`config.mk`:
```
export PLATFORM = sky130hd
export DESIGN_NAME = reg_file_write_port
export DESIGN_NICKNAME = d
export VERILOG_FILES = /design/src/rtl/reg_file_write_port_pkg.sv /design/src/rtl/reg_file_write_port_decoder.sv /design/src/rtl/reg_file_write_port.sv
export SDC_FILE = /design/constraint.sdc
export NUM_CORES = 1
export LEC_CHECK = 0
export ABC_AREA = 1
export CAP_MARGIN = 25
export CORE_MARGIN = 4
export CORE_UTILIZATION = 35
export CTS_CLUSTER_SIZE = 28
export DETAILED_ROUTE_END_ITERATION = 6
export GPL_TIMING_DRIVEN = 0
export HOLD_SLACK_MARGIN = 0.03
export RECOVER_POWER = 100
export SKIP_LAST_GASP = 1
export SYNTH_ARGS = -nofsm -noshare
export SYNTH_HDL_FRONTEND = slang
export SYNTH_HIERARCHICAL = 1
export SYNTH_SLANG_ARGS = --single-unit
```
`constraint.sdc`:
```
create_clock -name clk -period 2.7 [get_ports clk]
set_clock_uncertainty 0.1 [all_clocks]
set_input_delay 0.54 -clock clk [delete_from_list [all_inputs] [get_ports clk]]
set_output_delay 0.54 -clock clk [all_outputs]
set_load 0.01 [all_outputs]
```
`src/rtl/reg_file_write_port_pkg.sv`:
```
// Shared constants and helpers for the register-file write port.
package reg_file_write_port_pkg;

  localparam int unsigned DATA_W   = 16;
  localparam int unsigned NUM_REGS = 16;
  localparam int unsigned REG_ID_W = 4;
  localparam int unsigned COUNT_W  = 8;

  // Register 0 is hard-wired: reads return zero and writes are discarded.
  localparam logic [REG_ID_W-1:0] ZERO_REG = '0;

  function automatic logic [NUM_REGS-1:0] id_to_onehot(logic [REG_ID_W-1:0] id);
    return NUM_REGS'(1) << id;
  endfunction

endpackage

```
`src/rtl/reg_file_write_port_decoder.sv`:
```
// 4-to-16 write wordline decoder; id 0 and a deasserted enable select nothing.
module write_decoder_4_16
  import reg_file_write_port_pkg::*;
(
  input  logic                en,
  input  logic [REG_ID_W-1:0] id,
  output logic [NUM_REGS-1:0] wordline
);

  always_comb begin
    wordline = '0;
    if (en && (id != ZERO_REG)) begin
      wordline = id_to_onehot(id);
    end
  end

endmodule

```
`src/rtl/reg_file_write_port.sv`:
```
// 16-entry register file with one write port, two combinational read ports
// and same-cycle write-through bypass.
module reg_file_write_port
  import reg_file_write_port_pkg::*;
#(
  parameter int unsigned DATA_W   = reg_file_write_port_pkg::DATA_W,
  parameter int unsigned NUM_REGS = reg_file_write_port_pkg::NUM_REGS
) (
  input  logic                clk,
  input  logic                rst_n,
  input  logic                wr_en,
  input  logic [3:0]          wr_id,
  input  logic [DATA_W-1:0]   wr_data,
  input  logic [3:0]          rd_id_a,
  input  logic [3:0]          rd_id_b,
  output logic [DATA_W-1:0]   rd_data_a,
  output logic [DATA_W-1:0]   rd_data_b,
  output logic [15:0]         wr_wordline,
  output logic [7:0]          wr_count
);

  logic [DATA_W-1:0]   regs_q [NUM_REGS];
  logic [15:0]         wordline;
  logic [15:0]         wr_wordline_q;
  logic [COUNT_W-1:0]  wr_count_q;
  logic                wr_acc;

  write_decoder_4_16 u_decoder (
    .en       (wr_en),
    .id       (wr_id),
    .wordline (wordline)
  );

  assign wr_acc = |wordline;

  // Entry 0 is never written, so it stays at its reset value of zero.
  always_ff @(posedge clk or negedge rst_n) begin
    if (!rst_n) begin
      for (int i = 0; i < NUM_REGS; i++) begin
        regs_q[i] <= '0;
      end
    end else begin
      for (int i = 1; i < NUM_REGS; i++) begin
        if (wordline[i]) begin
          regs_q[i] <= wr_data;
        end
      end
    end
  end

  always_ff @(posedge clk or negedge rst_n) begin
    if (!rst_n) begin
      wr_wordline_q <= '0;
      wr_count_q    <= '0;
    end else begin
      wr_wordline_q <= wordline;
      if (wr_acc) begin
        wr_count_q <= wr_count_q + COUNT_W'(1);
      end
    end
  end

  // Bypass is independent of reset so in-flight data is forwarded even then.
  function automatic logic [DATA_W-1:0] read_port(logic [REG_ID_W-1:0] id);
    logic [DATA_W-1:0] data;
    data = '0;
    if (id != ZERO_REG) begin
      if (wr_acc && (id == wr_id)) begin
        data = wr_data;
      end else begin
        data = regs_q[id];
      end
    end
    return data;
  endfunction

  always_comb begin
    rd_data_a = read_port(rd_id_a);
    rd_data_b = read_port(rd_id_b);
  end

  assign wr_wordline = wr_wordline_q;
  assign wr_count    = wr_count_q;

endmodule

```
==> impl_metrics.toml <==
[critical_path]
setup.worst_path.end_class = "output port"
worstSetupPathType = "in2out"
rr_endpoint = "wr_count[7]"
cpPeakStageDelay_ps = 220
cp.arrival_ps = 2390
cp-start-kind = "input port"
r2r_slack_ps = 1460
cp_max_fo = 9
slowest_stage = "a21oi_2"
reg2reg_depth = 6
crit_required_ps = 2060
worstReg2RegStart = "wr_count[0]"
path_cells = "buf_12 > nor2_4 > nand2_2 > nand2_4 > nor2_4 > nor2_1 > nand2_1 > nor2_2 > nand2_4 > buf_12 > buf_8 > buf_8 > nand3b_1 > nand2_1 > a21oi_2 > buf_2"

[timing]
final.setup.tns_ps = -6015
period_minus_slack_ps = 3032
finalWorstSetupSlack_ps = -331.5
final_max_slew_viol_count = 0
final.period_utilization_pct = 112.3
holdWs_ps = 169.5
worst_pin_slew_ps = 1254
fmax_mhz = 329.9
setup_viol = 32
rsz0062_at_grt = "true"
relSlewSlack_pct = 16.41
hold_violations = 0

[clock_network]
path_clk_slew_ps = 60
clock_path_buffers = 3
clkLatencyLatePin_ps = 590
cts_tree = "built"
cts_buffers = 31
cts_root_buf = "clkbuf_16"
cts_max_level = 1
cts.sinks = 264

[synth]
syn_area_sq_um = 15050
synth_cell_types = 28
synth_top_family_by_area = "simple AND/OR/NAND/NOR gates"
avgSynthCellArea_sq_um = 7.443
synthAdderAreaFrac_pct = 0.08314
synthCells = 2022
synthesis.nets = 2054
ys_warn_count = 38
async_reset_ff_share_pct = 100.0
yosysSeqAreaShare_pct = 43.90
yosysTopAreaCell = "dfrtp_1"
synth_compound_area_share_pct = 10.99
ys_top_cells_by_count = "nand2_1 (597), nand3_1 (281), dfrtp_1 (264), nor2_1 (173), o21ai_0 (140)"
synth_ff_type = "dfrtp_1"
synth-simple-area-share_pct = 29.25
synth_xor_area_share_pct = 0.8148
synth_top_area_share_pct = 43.90
synthMuxAreaShare_pct = 7.258
netlist_top_cells_area = "dfrtp_1 (44%), nand2_1 (15%), nand3_1 (9.3%)"
synth_edf_count = 0
yosysMostFrequentCell = "nand2_1"
ys_ff_latch = 264

[finish]
multiInputGateArea_sq_um = 7749
fillCellCount = 4242
drive_gt1_share_pct = 19.39
diodes = 0
syn2layout_area_growth_pct = 23.58
fin_nets = 2210
final-seq-area_sq_um = 6606

[floorplan]
core_sq_um = 42230
io_pins = 87
fp.dieW_microns = 215.4
dieArea_sq_um = 46380
initial_core_util_pct = 35.64
rows = 75
die_h_microns = 215.4

[grt]
grt_usage_pct = 28.81
overflow = 0
grt_pass1_vias = 15350
grt_pass1_wl_mm = 101.0
antenna_found_initial = 0
grt_max_degree = 95

[flow_run]
drv_cap = 0

[detailed_routing]
wl_mm = 69.35
wl_per_cell_microns = 25.30
drc = 0
drt_pass1_iterations = 7
drt_iter0_markers = 2139
num_vias = 16040
viasPerCell = 5.853
drtAntennaViolNets = 0

[place]
routabilityCongestion = 1.010
port_buffers = 80
hpwl_mm = 48.06

[pwr]
p_per_area_nw_per_um2 = 730.5
leakage_nw = 8.622
peakVddDrop_v = 0.0003550

[outcome]
violations = "setup timing"
status = "finished, violations left"

[hold_path]
hold_path_class = "in2reg"
holdPathStages = 4
min_from = "wr_id[0]"
whs_endpoint = "wr_wordline[2]"
## per-layer routing
metal / global-route usage, % / wire length (microns) / part of all wire, % / vias to the layer above
li1: - / - / - / 6949
met1: 38.49 / 26710 / 39 / 7704
met2: 43.53 / 29860 / 43 / 1122
met3: 5.847 / 8121 / 12 / 267
met4: 16.53 / 4655 / 6.7 / 0
met5: 0 / 0 / 0 / -
## cell type report
type	count	area share, %
multi-input combinational	1494	41.66
sequential	264	35.52
timing repair buffer	124	6.230
clock buffer	44	5.026
buffer	158	4.864
tap	539	3.626
inverter	105	2.146
clock inverter	13	0.9217
## per-stage QoR
step,utilization [%],total power [mW],area [sq um],setup slack (ps),instances
CTS,43.63,13.46,18420,-261.4,2738
finish,44.04,13.59,18600,-331.5,2741
global placement,39.13,8.697,16520,-10790,2641
detailed placement,39.29,8.792,16590,-2095,2643
floorplan,-,7.426,15050,77.02,2022
global route,44.04,14.19,18600,-340.1,2741
## layout by cell type, fill, tap and decap left out, types with 5 or more instances in the layout
cell type	count
a21oi_1	121
a21oi_2	10
a21oi_4	6
buf_12	7
buf_2	77
buf_4	33
buf_6	26
clkbuf_1	57
clkbuf_16	31
clkbuf_2	18
clkbuf_4	11
clkbuf_8	11
clkdlybuf4s50_1	37
clkinv_2	7
dfrtp_1	264
inv_1	96
inv_2	6
mux2_2	97
nand2_1	577
nand2_2	14
nand2_4	8
nand3_1	276
nand3_2	5
nand3b_1	6
nor2_1	142
nor2_2	12
nor2_4	20
o211ai_1	29
o21ai_0	138
o21ai_2	7
xnor2_1	8
xor2_1	6
## sequential cells by signal (all words and copies together) (netlist names)
| register | flops |
|---|---|
| regs_q | 240 |
| wr_wordline | 16 |
| wr_count | 8 |
## worst max-delay path, delay by kind of cell
family | cells | cell delay (ps)
AOI/OAI and AO/OA | 1 | 220
buffers and inverters | 5 | 720
and+or+nand+nor | 10 | 880
## cells by family (layout without fill, tap and decap cells)
group | count (synthesis) | count (layout)
simple gates | 1065 | 1065
compound gates | 316 | 316
flops | 264 | 264
buf+inv | 264 | 444
mux | 97 | 97
xor+xnor | 14 | 14
fa+ha+maj | 1 | 1
other cells | 1 | 1
## what timing repair did
item	CTS	global route
gates resized for setup	336	62
setup buffers	33	4
hold buffers	1	0
pin swaps	41	23
hold endpoints to repair	80	0
cloned	4	0
endpoints found under the setup margin	84	32
## worst max-delay path by stage
stage / from / end / cells past startpoint
finish: wr_id[2] / rd_data_b[9] / 16
global route: wr_id[1] / rd_data_b[11] / 16
CTS: wr_id[1] / rd_data_b[11] / 16
detailed placement: wr_id[1] / rd_data_b[13] / 13
global placement: rst_n / regs_q[49] / 1
floorplan: wr_id[0] / rd_data_b[10] / 11
## where the power goes
| part | total, mW | switching, mW | leakage, nW | internal (mW) |
|---|---|---|---|---|
| Sequential | 5.60 | 0.725 | 3.17 | 4.88 |
| Clock | 4.57 | 1.80 | 0.552 | 2.77 |
| Combinational | 3.42 | 2.06 | 4.90 | 1.36 |
No activity file was read; power rests on OpenSTA's default activity.
